File: config.mk
export PLATFORM = sky130hd
export DESIGN_NAME = dma_csr_axil_slave_flat
export DESIGN_NICKNAME = d
export VERILOG_FILES = /design/src/rtl/dma_csr_axil_slave_if.sv /design/src/rtl/dma_csr_axil_slave.sv /design/src/flat_wrapper.sv
export SDC_FILE = /design/constraint.sdc
export NUM_CORES = 1
export LEC_CHECK = 0
export ABC_CLOCK_PERIOD_IN_PS = 15000
export CORE_MARGIN = 2
export CORE_UTILIZATION = 30
export DETAILED_ROUTE_END_ITERATION = 10
export SYNTH_ARGS = -nofsm -noshare
export SYNTH_HDL_FRONTEND = slang
export SYNTH_SLANG_ARGS = --single-unit
File: constraint.sdc
create_clock -name ACLK -period 15 [get_ports ACLK]
set_input_delay 3 -clock ACLK [delete_from_list [all_inputs] [get_ports ACLK]]
set_output_delay 3 -clock ACLK [all_outputs]
set_load 0.03 [all_outputs]
File: src/rtl/dma_csr_axil_slave_if.sv
// AXI4-Lite bus bundle shared by the SoC interconnect and its CSR responders.
// Slave modport is the responder view; Master modport is the requester view.
interface AXILiteIntf;
    logic [31:0] awaddr;
    logic [2:0]  awprot;
    logic        awvalid;
    logic        awready;
    logic [31:0] wdata;
    logic [3:0]  wstrb;
    logic        wvalid;
    logic        wready;
    logic [1:0]  bresp;
    logic        bvalid;
    logic        bready;
    logic [31:0] araddr;
    logic [2:0]  arprot;
    logic        arvalid;
    logic        arready;
    logic [31:0] rdata;
    logic [1:0]  rresp;
    logic        rvalid;
    logic        rready;

    modport Slave (
        input  awaddr, awprot, awvalid, wdata, wstrb, wvalid, bready,
        input  araddr, arprot, arvalid, rready,
        output awready, wready, bresp, bvalid, arready, rdata, rresp, rvalid
    );

    modport Master (
        output awaddr, awprot, awvalid, wdata, wstrb, wvalid, bready,
        output araddr, arprot, arvalid, rready,
        input  awready, wready, bresp, bvalid, arready, rdata, rresp, rvalid
    );
endinterface

File: src/rtl/dma_csr_axil_slave.sv
// AXI4-Lite CSR block for the DMA engine: CTRL/STATUS/SRC/DST/LENGTH/ID map.
// Define DMA_CSR_PROT_CHECK_EN to reject unprivileged writes to RW/W1C registers.
module dma_csr_axil_slave #(
    parameter logic [31:0] ID_VALUE = 32'h444D_4101
) (
    input  logic        ACLK,
    input  logic        ARESET,
    AXILiteIntf.Slave   s_axil,
    input  logic        busy_i,
    input  logic        done_i,
    input  logic        err_i,
    output logic        enable_o,
    output logic        start_o,
    output logic [31:0] src_addr_o,
    output logic [31:0] dst_addr_o,
    output logic [31:0] length_o,
    output logic        irq_o
);
    localparam logic [1:0] RESP_OKAY   = 2'b00;
    localparam logic [1:0] RESP_SLVERR = 2'b10;

    logic        aw_held, w_held;
    logic [2:0]  aw_sel;
    logic [31:0] w_data;
    logic [3:0]  w_strb;
    logic        bvalid, rvalid;
    logic [1:0]  bresp, rresp;
    logic [31:0] rdata;
    logic        enable, irq_en, done, err, start;
    logic [31:0] src_addr, dst_addr, length;
    logic        aw_hs, w_hs, ar_hs;
    logic        commit, priv, wr_en, clr_done, clr_err;
    logic [1:0]  wr_resp, rd_resp;
    logic [31:0] rd_data;
    logic        unused_bits;

`ifdef DMA_CSR_PROT_CHECK_EN
    logic aw_priv;
`endif

    function automatic logic [31:0] merge(input logic [31:0] old, input logic [31:0] data,
                                          input logic [3:0] strb);
        logic [31:0] res;
        res = old;
        for (int unsigned i = 0; i < 4; i++) begin
            if (strb[i]) res[i*8 +: 8] = data[i*8 +: 8];
        end
        return res;
    endfunction

    assign s_axil.awready = !aw_held && !bvalid;
    assign s_axil.wready  = !w_held && !bvalid;
    assign s_axil.arready = !rvalid;
    assign s_axil.bvalid  = bvalid;
    assign s_axil.bresp   = bresp;
    assign s_axil.rvalid  = rvalid;
    assign s_axil.rresp   = rresp;
    assign s_axil.rdata   = rdata;

    assign aw_hs = s_axil.awvalid && !aw_held && !bvalid;
    assign w_hs  = s_axil.wvalid && !w_held && !bvalid;
    assign ar_hs = s_axil.arvalid && !rvalid;

    assign enable_o   = enable;
    assign start_o    = start;
    assign src_addr_o = src_addr;
    assign dst_addr_o = dst_addr;
    assign length_o   = length;
    assign irq_o      = irq_en && (done || err);

    assign unused_bits = ^{s_axil.awaddr[31:5], s_axil.awaddr[1:0], s_axil.awprot,
                           s_axil.araddr[31:5], s_axil.araddr[1:0], s_axil.arprot};

    // Commit decode: RO/ID writes complete OKAY with no effect; unmapped and
    // (optionally) unprivileged writes to mutable registers complete SLVERR.
    always_comb begin
        commit = aw_held && w_held;
        priv   = 1'b1;
`ifdef DMA_CSR_PROT_CHECK_EN
        priv   = aw_priv;
`endif
        wr_en  = commit && (aw_sel <= 3'd4) && priv;
        if (aw_sel >= 3'd6 || (aw_sel <= 3'd4 && !priv)) wr_resp = RESP_SLVERR;
        else                                             wr_resp = RESP_OKAY;
        clr_done = wr_en && (aw_sel == 3'd1) && w_strb[0] && w_data[1];
        clr_err  = wr_en && (aw_sel == 3'd1) && w_strb[0] && w_data[2];
    end

    always_comb begin
        rd_data = '0;
        rd_resp = RESP_OKAY;
        case (s_axil.araddr[4:2])
            3'd0:    rd_data = {29'b0, irq_en, 1'b0, enable};
            3'd1:    rd_data = {29'b0, err, done, busy_i};
            3'd2:    rd_data = src_addr;
            3'd3:    rd_data = dst_addr;
            3'd4:    rd_data = length;
            3'd5:    rd_data = ID_VALUE;
            default: rd_resp = RESP_SLVERR;
        endcase
    end

    always_ff @(posedge ACLK or posedge ARESET) begin
        if (ARESET) begin
            aw_held  <= 1'b0;
            w_held   <= 1'b0;
            aw_sel   <= '0;
            w_data   <= '0;
            w_strb   <= '0;
            bvalid   <= 1'b0;
            bresp    <= RESP_OKAY;
            rvalid   <= 1'b0;
            rresp    <= RESP_OKAY;
            rdata    <= '0;
            enable   <= 1'b0;
            irq_en   <= 1'b0;
            done     <= 1'b0;
            err      <= 1'b0;
            start    <= 1'b0;
            src_addr <= '0;
            dst_addr <= '0;
            length   <= '0;
        end else begin
            if (aw_hs) begin
                aw_held <= 1'b1;
                aw_sel  <= s_axil.awaddr[4:2];
            end
            if (w_hs) begin
                w_held <= 1'b1;
                w_data <= s_axil.wdata;
                w_strb <= s_axil.wstrb;
            end
            if (commit) begin
                aw_held <= 1'b0;
                w_held  <= 1'b0;
                bvalid  <= 1'b1;
                bresp   <= wr_resp;
            end else if (bvalid && s_axil.bready) begin
                bvalid <= 1'b0;
            end

            start <= wr_en && (aw_sel == 3'd0) && w_strb[0] && w_data[1];
            if (wr_en) begin
                case (aw_sel)
                    3'd0: if (w_strb[0]) begin
                        enable <= w_data[0];
                        irq_en <= w_data[2];
                    end
                    3'd2:    src_addr <= merge(src_addr, w_data, w_strb);
                    3'd3:    dst_addr <= merge(dst_addr, w_data, w_strb);
                    3'd4:    length   <= merge(length, w_data, w_strb);
                    default: ;
                endcase
            end
            // Event set takes priority over a same-cycle W1C clear.
            done <= done_i || (done && !clr_done);
            err  <= err_i || (err && !clr_err);

            if (ar_hs) begin
                rvalid <= 1'b1;
                rdata  <= rd_data;
                rresp  <= rd_resp;
            end else if (rvalid && s_axil.rready) begin
                rvalid <= 1'b0;
            end
        end
    end

`ifdef DMA_CSR_PROT_CHECK_EN
    always_ff @(posedge ACLK or posedge ARESET) begin
        if (ARESET)     aw_priv <= 1'b0;
        else if (aw_hs) aw_priv <= s_axil.awprot[0];
    end
`endif
endmodule

File: src/flat_wrapper.sv
// flat-port wrapper written by rule: the top's interface ports become plain ports
module dma_csr_axil_slave_flat 
#(
    parameter logic [31:0] ID_VALUE = 32'h444D_4101
)
  (ACLK, ARESET, busy_i, done_i, err_i, enable_o, start_o, src_addr_o, dst_addr_o, length_o, irq_o, s_axil_awaddr, s_axil_awprot, s_axil_awvalid, s_axil_wdata, s_axil_wstrb, s_axil_wvalid, s_axil_bready, s_axil_araddr, s_axil_arprot, s_axil_arvalid, s_axil_rready, s_axil_awready, s_axil_wready, s_axil_bresp, s_axil_bvalid, s_axil_arready, s_axil_rdata, s_axil_rresp, s_axil_rvalid);
  AXILiteIntf s_axil_i ();
  input  logic ACLK;
  input  logic ARESET;
  input  logic busy_i;
  input  logic done_i;
  input  logic err_i;
  output logic enable_o;
  output logic start_o;
  output logic [31:0] src_addr_o;
  output logic [31:0] dst_addr_o;
  output logic [31:0] length_o;
  output logic irq_o;
  input wire logic [$bits(s_axil_i.awaddr)-1:0] s_axil_awaddr;
  input wire logic [$bits(s_axil_i.awprot)-1:0] s_axil_awprot;
  input wire logic [$bits(s_axil_i.awvalid)-1:0] s_axil_awvalid;
  input wire logic [$bits(s_axil_i.wdata)-1:0] s_axil_wdata;
  input wire logic [$bits(s_axil_i.wstrb)-1:0] s_axil_wstrb;
  input wire logic [$bits(s_axil_i.wvalid)-1:0] s_axil_wvalid;
  input wire logic [$bits(s_axil_i.bready)-1:0] s_axil_bready;
  input wire logic [$bits(s_axil_i.araddr)-1:0] s_axil_araddr;
  input wire logic [$bits(s_axil_i.arprot)-1:0] s_axil_arprot;
  input wire logic [$bits(s_axil_i.arvalid)-1:0] s_axil_arvalid;
  input wire logic [$bits(s_axil_i.rready)-1:0] s_axil_rready;
  output wire logic [$bits(s_axil_i.awready)-1:0] s_axil_awready;
  output wire logic [$bits(s_axil_i.wready)-1:0] s_axil_wready;
  output wire logic [$bits(s_axil_i.bresp)-1:0] s_axil_bresp;
  output wire logic [$bits(s_axil_i.bvalid)-1:0] s_axil_bvalid;
  output wire logic [$bits(s_axil_i.arready)-1:0] s_axil_arready;
  output wire logic [$bits(s_axil_i.rdata)-1:0] s_axil_rdata;
  output wire logic [$bits(s_axil_i.rresp)-1:0] s_axil_rresp;
  output wire logic [$bits(s_axil_i.rvalid)-1:0] s_axil_rvalid;
  assign s_axil_i.awaddr = s_axil_awaddr;
  assign s_axil_i.awprot = s_axil_awprot;
  assign s_axil_i.awvalid = s_axil_awvalid;
  assign s_axil_i.wdata = s_axil_wdata;
  assign s_axil_i.wstrb = s_axil_wstrb;
  assign s_axil_i.wvalid = s_axil_wvalid;
  assign s_axil_i.bready = s_axil_bready;
  assign s_axil_i.araddr = s_axil_araddr;
  assign s_axil_i.arprot = s_axil_arprot;
  assign s_axil_i.arvalid = s_axil_arvalid;
  assign s_axil_i.rready = s_axil_rready;
  assign s_axil_awready = s_axil_i.awready;
  assign s_axil_wready = s_axil_i.wready;
  assign s_axil_bresp = s_axil_i.bresp;
  assign s_axil_bvalid = s_axil_i.bvalid;
  assign s_axil_arready = s_axil_i.arready;
  assign s_axil_rdata = s_axil_i.rdata;
  assign s_axil_rresp = s_axil_i.rresp;
  assign s_axil_rvalid = s_axil_i.rvalid;
  dma_csr_axil_slave #(.ID_VALUE(ID_VALUE)) u_core (.ACLK(ACLK), .ARESET(ARESET), .s_axil(s_axil_i), .busy_i(busy_i), .done_i(done_i), .err_i(err_i), .enable_o(enable_o), .start_o(start_o), .src_addr_o(src_addr_o), .dst_addr_o(dst_addr_o), .length_o(length_o), .irq_o(irq_o));
endmodule
== After elaboration in Yosys (flattened, before gate mapping) ==
Index checks and enable logic that the tools add are counted.
Operators by class
  order comparisons: 2
  equality and inequality tests: 9
  multiplexer cells: 11
  reductions and logical operators: 50
Operator list (number)
  $pmux W32 S6: 1
  $reduce_and A3 Y1: 13
  $logic_and A1 B1 Y1: 21
  $eq A3 B2 Y1 const B: 4
  $eq A3 B3 Y1 const B: 3
  $mux W1: 8
  $reduce_bool A2 Y1: 4
  $eq A3 B1 Y1 const B: 2
  $logic_not A1 Y1: 6
  $logic_not A3 Y1: 2
  $reduce_or A6 Y1: 1
  $mux W2: 2
  $ge A3 B3 Y1 const B: 1
  $le A3 B3 Y1 const B: 1
  $logic_or A1 B1 Y1: 3
Storage, ports and cells
  register bits: 180
  input port bits: 116
  output and inout port bits: 140

== Logic depth before layout (Yosys ltp) ==
  word-level depth: 8
  mapped depth: 6
  depth with buffers taken out: 4

== Worst setup path before layout ==
Ideal clock, no wire load.
  path type: in2reg
  start: input port s_axil_araddr[3]
  end: register u_core.rdata[2] (netlist: u_core.s_axil.rdata[2])
  setup time: 0.124 ns
  arrival: 3.980 ns
  setup slack: 10.896 ns
  cell stages on the path: 5
  cells stage by stage: buf_2 mux2_2 a22oi_1 nor3_1 a211o_1
Between the ends
  longest elaborated chain between the ends: 2
Ends and longest elaborated chain
  start: declaration: RTL line flat_wrapper.sv:26  | input wire logic [$bits(s_axil_i.araddr)-1:0] s_axil_araddr;
  $eq A3 B3 Y1 (tied with other cells): RTL line dma_csr_axil_slave.sv:92  | case (s_axil.araddr[4:2])
  $pmux W32 S6 (*): RTL line dma_csr_axil_slave.sv:92
  end signal: assignment: RTL line dma_csr_axil_slave.sv:161  | rdata <= rd_data;
  end: declaration: RTL line dma_csr_axil_slave.sv:28  | logic [31:0] rdata;
Every way passes the cells marked *; elsewhere a longest branch is shown, timed or not.
A chain may end at the register's enable or synchronous reset.

== Final worst setup path ==
  start: input port s_axil_araddr[3]
  end: register u_core.rdata[25] (netlist: u_core.s_axil.rdata[25])
The elaborated chain is that of the path after synthesis.

==> summary.md <==
| Metric | Value |
|---|---|
| Initial DRC Count | `305` |
| Number of cells after detailed placement | `1009` |
| DRT Pass-1 Iters | `6` |
| Synth Instances | `519` |
| Met3 WL post-DR | `1274 um` |
| CP cell instances | `clkdlybuf4s50_1 > nor2b_4 > and3_1 > a22oi_1 > o21ai_0` |
| Worst min path class | `reg2reg` |
| Post-Syn Area | `7457 sq um` |
| Count of cell types in the netlist | `45` |
| Slew margin rel. | `0.2654` |
| Initial Util | `0.3057` |
| Final hold vios | `0` |
| Num CTS Buffers | `17` |
| Startpoint Class | `input pin` |
| Setup Buffers After CTS | `0` |
| Die Y-Extent | `161.7 um` |
| FMAX | `172.9 MHz` |
| Crit path largest cell delay | `1.02 ns` |
| Max Buffers Root-to-Sink | `2` |
| Area leader, netlist | `dfrtp_1` |
| Slew Limit Fails | `0` |
| # hold bufs at CTS | `0` |
| Register area share after synthesis | `0.5973` |
| Total gr overflow | `0` |
| WHS Endpoint | `u_core.s_axil.bresp[1]$_DFFE_PP0N_` |
| Filler Cell Count | `2359` |
| Die area | `26130 sq um` |
| Core Footprint | `24390 sq um` |
| Met2 wire len | `9488 um` |
| Ys flop type | `dfrtp_1` |
| RR Startpoint | `u_core.s_axil.rvalid$_DFFE_PP0P_` |
| Buffers on Ports | `189` |
| Die Wd | `161.7 um` |
| R2r endpoint | `u_core.s_axil.rdata[3]$_DFFE_PP0P_` |
| Post-DP HPWL | `13690 um` |
| Layout cells sized above 1 | `0.2594` |
| CP Data Arrival Time | `6.11 ns` |
| Sinks on Clock Net | `178` |
| CTS root buffer | `clkbuf_16` |
| R2R depth | `4` |
| CP top delay family | `simple AND/OR/NAND/NOR gates` |
| Final ANT Viol Nets | `0` |
| Mean Syn Cell Area | `14.37 sq um` |
| Slew @ Worst Pin | `1.102 ns` |
| Vias in the first global route | `5174` |
| Antenna violations before repair | `1` |
| Max FO, Critical Path | `32` |
| Highest metal used | `met4` |
| Status | `complete, no violations` |
| Area Overhead vs Synth | `37.33%` |
| Routed len/inst | `19.83 um` |
| Design Power | `2.122 mW` |
| Most common cell in the synthesized netlist | `dfrtp_1` |
| Setup TNS | `0 ns` |
| Hold Startpoint | `u_core.s_axil.bresp[1]$_DFFE_PP0N_` |
| Worst vdd ir | `0.09861 mV` |
| Detailed Route WL | `20670 um` |
| Clk_skew | `0.01016 ns` |
| Final GP Congestion | `0.7234` |
| Post-place instance area | `9652 sq um` |
| I/O Pins | `256` |
| GRT Total Usage | `0.1621` |
| Std cell rows | `57` |
| Syn. warnings | `0` |
| Total number of vias | `5062` |
| Critical Path RT | `15.32 ns` |
| Vias per cell | `4.858` |
| Post-synth EDFFs | `0` |
| Post-layout instance area | `10240 sq um` |
| Most common library cells after synthesis | `dfrtp_1, mux2_2, a22oi_1, mux2_4, o21ai_0` |
| Period Utilization, post-route | `0.3857` |
| Fin nets | `820` |
| Largest cells by area after synthesis | `dfrtp_1, mux2_2, mux2_4` |
| Reg2Reg Setup Slack | `12.31 ns` |
| CTS HTree Levels | `4` |
| Largest net degree at the start of global routing | `74` |
| DRC | `0` |
| Final setup vio count | `0` |
| Seq cells post-synth | `178` |
| Setup crit end kind | `flip-flop` |
| Buf/Inv on CP | `1` |
| Clock-pin slew on the worst setup and hold paths | `0.07 ns` |
| Cell area power density | `207.2 nW/um^2` |
| CTS tree | `yes` |
| Top cell type's share of synthesized area | `0.5973` |
| MaxCap Viol Count | `0` |
| Post-route insts no fill | `1042` |
| Met1 Wirelength | `9741 um` |
| Minimum clock period | `5.785 ns` |
| First-pass GRT wire length | `32260 um` |
| Slowest CP cell | `and3_1` |
| CTS resizes | `0` |
| Hold Crit Depth | `2` |
| Clk_lat worst skew | `0.42 ns` |
| FFs w/ async S/R, synth | `1.000` |
| RSZ-0062 raised after global routing | `false` |
| Leakage | `4.401 nW` |
| Setup CP Type | `in2reg` |
-- where the power goes --
part	switching [mW]	total, mW	leakage, nW	internal [mW]
clock network	0.192	0.448	0.277	0.256
registers	0.173	0.832	2.31	0.660
logic	0.439	0.842	1.82	0.403
total	0.804	2.12	4.40	1.32
-- stage by stage --
step / util / hold WS (ns) / setup WS [ns]
finish: 0.4199 / 0.4816 / 9.215
global route: 0.4198 / 0.5342 / 8.981
CTS: 0.4198 / 0.4908 / 9.170
detailed placement: 0.3957 / 0.4744 / 8.725
global placement: 0.3957 / 0.4708 / 8.773
floorplan: - / 0.4681 / 7.170
-- final cells by class --
cell class,instances,area [sq um],area share
Clock inverter,11,126.4,0.01234
Tap cell,324,405.4,0.03958
Inverter,5,23.77,0.002321
Clock buffer,21,460.4,0.04496
Sequential cell,178,4454,0.4349
Multi-Input combinational cell,310,2854,0.2787
Timing Repair Buffer,192,1914,0.1869
Antenna cell,1,2.502,0.0002443
-- per-layer routing --
| metal | vias to the layer above | track usage |
|---|---|---|
| li1 | 2282 | - |
| met1 | 2629 | 0.2235 |
| met2 | 142 | 0.2545 |
| met3 | 9 | 0.04724 |
| met4 | 0 | 0.03620 |
| met5 | - | 0 |
-- worst max-delay path by stage --
stage,from,endpoint,slack (ns),cells after the start
3_5_place_dp,s_axil_araddr[3],u_core.s_axil.rdata[25]$_DFFE_PP0P_,8.73,5
5_1_grt,s_axil_araddr[3],u_core.s_axil.rdata[13]$_DFFE_PP0P_,8.98,5
6_report,s_axil_araddr[3],u_core.s_axil.rdata[25]$_DFFE_PP0P_,9.22,5
4_1_cts,s_axil_araddr[3],u_core.s_axil.rdata[25]$_DFFE_PP0P_,9.17,5
2_1_floorplan,ARESET,u_core.aw_held$_DFFE_PP0P_,7.17,1
3_3_place_gp,s_axil_araddr[3],u_core.s_axil.rdata[20]$_DFFE_PP0P_,8.77,5
-- layout by cell type, fill, tap and decap left out, types with 3 or more instances in the layout --
cell type	synthesis	final
clkinvlp_4	0	4
clkdlybuf4s50_1	0	189
a22o_1	8	8
mux2_4	24	24
a32oi_1	5	5
mux2_1	7	7
a22oi_1	46	46
inv_1	5	4
a21o_1	3	3
nor2_4	6	6
nand2_1	13	13
clkbuf_16	0	17
nor2_1	11	11
inv_6	0	4
o21ai_0	24	24
nand2_8	3	3
buf_4	7	3
nand3_1	13	13
dfrtp_1	178	178
a21oi_1	4	4
mux2_2	106	106
nand2_2	3	3
-- worst min-delay path: stages (launching register included) --
cell	delay (ns)
dfrtp_1	0.35
nand2_1	0.04
o21ai_0	0.06
-- logic make-up (layout without fill, tap and decap cells) --
kind of cell    after synthesis  count (layout)  synth area share
flops                       178             178            0.5973
buf+inv                      32             229           0.02265
compound gates               99              99           0.09329
simple gates                 71              71           0.06594
other cells                   1               3         0.0005029
mux                         138             138            0.2203
-- state kept, by name (all words and copies together) (netlist names) --
| signal | count |
|---|---|
| u_core.done | 1 |
| u_core.w_data | 32 |
| u_core.src_addr_o | 32 |
| u_core.s_axil.bvalid | 1 |
| u_core.s_axil.rvalid | 1 |
| u_core.start_o | 1 |
| u_core.s_axil.bresp | 1 |
| u_core.s_axil.rresp | 1 |
| u_core.dst_addr_o | 32 |
| u_core.irq_en | 1 |
| u_core.enable_o | 1 |
| u_core.w_held | 1 |
| u_core.w_strb | 4 |
| u_core.aw_held | 1 |
| u_core.s_axil.rdata | 32 |
| u_core.length_o | 32 |
| u_core.aw_sel | 3 |
| u_core.err | 1 |
Power figures use the tool's default switching activity.
==> RTL change: new RTL, same flow settings <==
Put a register stage on the output `irq_o`, cleared by the reset. The value now appears one clock later. The other outputs are not delayed to match.
--- a/src/rtl/dma_csr_axil_slave.sv
+++ b/src/rtl/dma_csr_axil_slave.sv
@@ -66,7 +66,13 @@
     assign src_addr_o = src_addr;
     assign dst_addr_o = dst_addr;
     assign length_o   = length;
-    assign irq_o      = irq_en && (done || err);
+    always_ff @(posedge ACLK or posedge ARESET) begin
+        if (ARESET) begin
+            irq_o <= '0;
+        end else begin
+            irq_o <= irq_en && (done || err);
+        end
+    end
 
     assign unused_bits = ^{s_axil.awaddr[31:5], s_axil.awaddr[1:0], s_axil.awprot,
                            s_axil.araddr[31:5], s_axil.araddr[1:0], s_axil.arprot};
Behaviour: not the same (a bounded check fails within 4 cycles, from zero or initial values and one cycle with ARESET high).
==> RTL change against the original RTL <==
Synthesized area down 3.0%; fmax rose by 13%; setup slack improved by 0.66 ns; routed wire length increased by 2.6%; cell area is 1.8% lower; total power fell by 2.4%; largest power group is now sequential cells; sequential power fell by 0.6%; sequential cell count grew 1; clock skew is 0.0022 ns lower; largest cell class unchanged.
==> RTL change: results (changes against the original RTL) <==
- Drt first pass iters: 4 (-2)
- Register area share after synthesis: 61.9% (+2.2 points)
- Setup bufs post-CTS: 0 (unchanged)
- Vias in the first global route: 5522 (+6.7%)
- # nets final: 833 (+1.6%)
- CP delay by family, top: compound AO/OA/AOI/OAI gates
- Met2 wire length: 11.0 mm (+16%)
- Grt met1 use: 19.9% (-2.5 points)
- CP max stage cell: clkdlybuf4s50_1
- Clk pin slew, worst setup/hold paths: 0.07 ns (about the same)
- Relative slew slack: 30.2% (+3.7 points)
- Share of layout cells above drive strength 1: 25.5% (-0.43 points)
- Post-synth top cells: dfrtp_1, mux2_2, a22oi_1, o21ai_0, nand2_1
- Placed Area: 9490 sq um (-1.7%)
- Pint: 1280 uW (-2.6%)
- Pre-CTS WS: 9.40 ns (+0.677 ns)
- Clk root buf: clkbuf_16
- Initial antenna violation count: 0 (-1)
- Clk pwr share: 20.7% (-0.4 points)
- GRT Util Overall: 17.0% (+0.80 points)
- RR Endpoint: u_core.s_axil.rdata[10]
- Worst reg-to-reg path cell count: 5 (+1)
- Post-Route Skew: 0.00799 ns (-0.00217 ns)
- Post-DR wirelength/cell: 20.2 microns (+2.0%)
- CP arrival: 5.45 ns (-0.66 ns)
- Initial drt markers: 232 (-24%)
- Final std cells w/o fill: 1048 (+0.58%)
- GR Util met3: 5.11% (+0.38 points)
- Global-route wire length before repair: 33.1 mm (+2.7%)
- Synth top area cells: dfrtp_1, mux2_2, a22oi_1
- GP Congestion: 0.739 (+2.1%)
- Worst hold start: u_core.s_axil.bresp[1]
- Comb. pwr: 815 uW (-3.2%)
- Unique masters post-synth: 35 (-22%)
- Largest net degree at the start of global routing: 100 (+35%)
- GR Util met2: 30.6% (+5.1 points)
- Peak supply drop: 0.0841 mV (-15%)
- Metal-1 WL: 8.71 mm (-11%)
- Ant. Diodes: 0 (-1)
- Run status: completed
- Leak: 0.00430 uW (-2.3%)
- Met3 routed WL: 1.30 mm (+1.8%)
- Crit path max fanout: 21 (-34%)
- Reg-to-reg slack, setup: 12.50 ns (+0.19 ns)
-- RTL change: cell types whose count changed after synthesis, moves of 8 or more --
| cell | before | now |
|---|---|---|
| buf_2 | 12 | 4 |
| clkbuf_1 | 7 | 18 |
| mux2_2 | 106 | 134 |
| mux2_4 | 24 | 0 |
| nand2_1 | 13 | 23 |
| o21ai_0 | 24 | 39 |
-- RTL change: worst max-delay path by stage --
stage                      from                       to  slack [ns]  depth (start not counted)
4_1_cts        s_axil_araddr[4]  u_core.s_axil.rdata[10]        9.86                          4
3_3_place_gp   s_axil_araddr[4]   u_core.s_axil.rdata[3]        9.43                          4
6_report       s_axil_araddr[4]  u_core.s_axil.rdata[10]        9.87                          4
3_5_place_dp   s_axil_araddr[4]   u_core.s_axil.rdata[7]        9.40                          4
5_1_grt        s_axil_araddr[4]  u_core.s_axil.rdata[10]        9.66                          4
2_1_floorplan            ARESET           u_core.aw_held        7.14                          1
-- RTL change: metrics by stage --
step	hold slack, ns	power (uW)
floorplan	0.471	1280
global placement	0.469	1630
detailed placement	0.478	1660
CTS	0.494	2090
global route	0.516	2170
finish	0.486	2070
-- RTL change: kinds of logic (layout without fill, tap and decap cells) --
logic type / count (synthesis) / count (layout) / synth area share, %
and+or+nand+nor: 74 / 74 / 5.39
buffers and inverters: 32 / 232 / 1.83
other: 1 / 2 / 0.0518
DFF: 179 / 179 / 61.9
muxes: 137 / 137 / 21.3
AOI/OAI and AO/OA: 105 / 105 / 9.54
-- RTL change: final cells by class --
class / count / area share (%)
clock buffers: 19 / 4.51
well taps: 319 / 3.97
clock inverters: 12 / 1.07
inverters: 7 / 0.311
flip-flops and latches: 179 / 44.6
repair buffers: 194 / 19.2
multi-input cells: 318 / 26.4
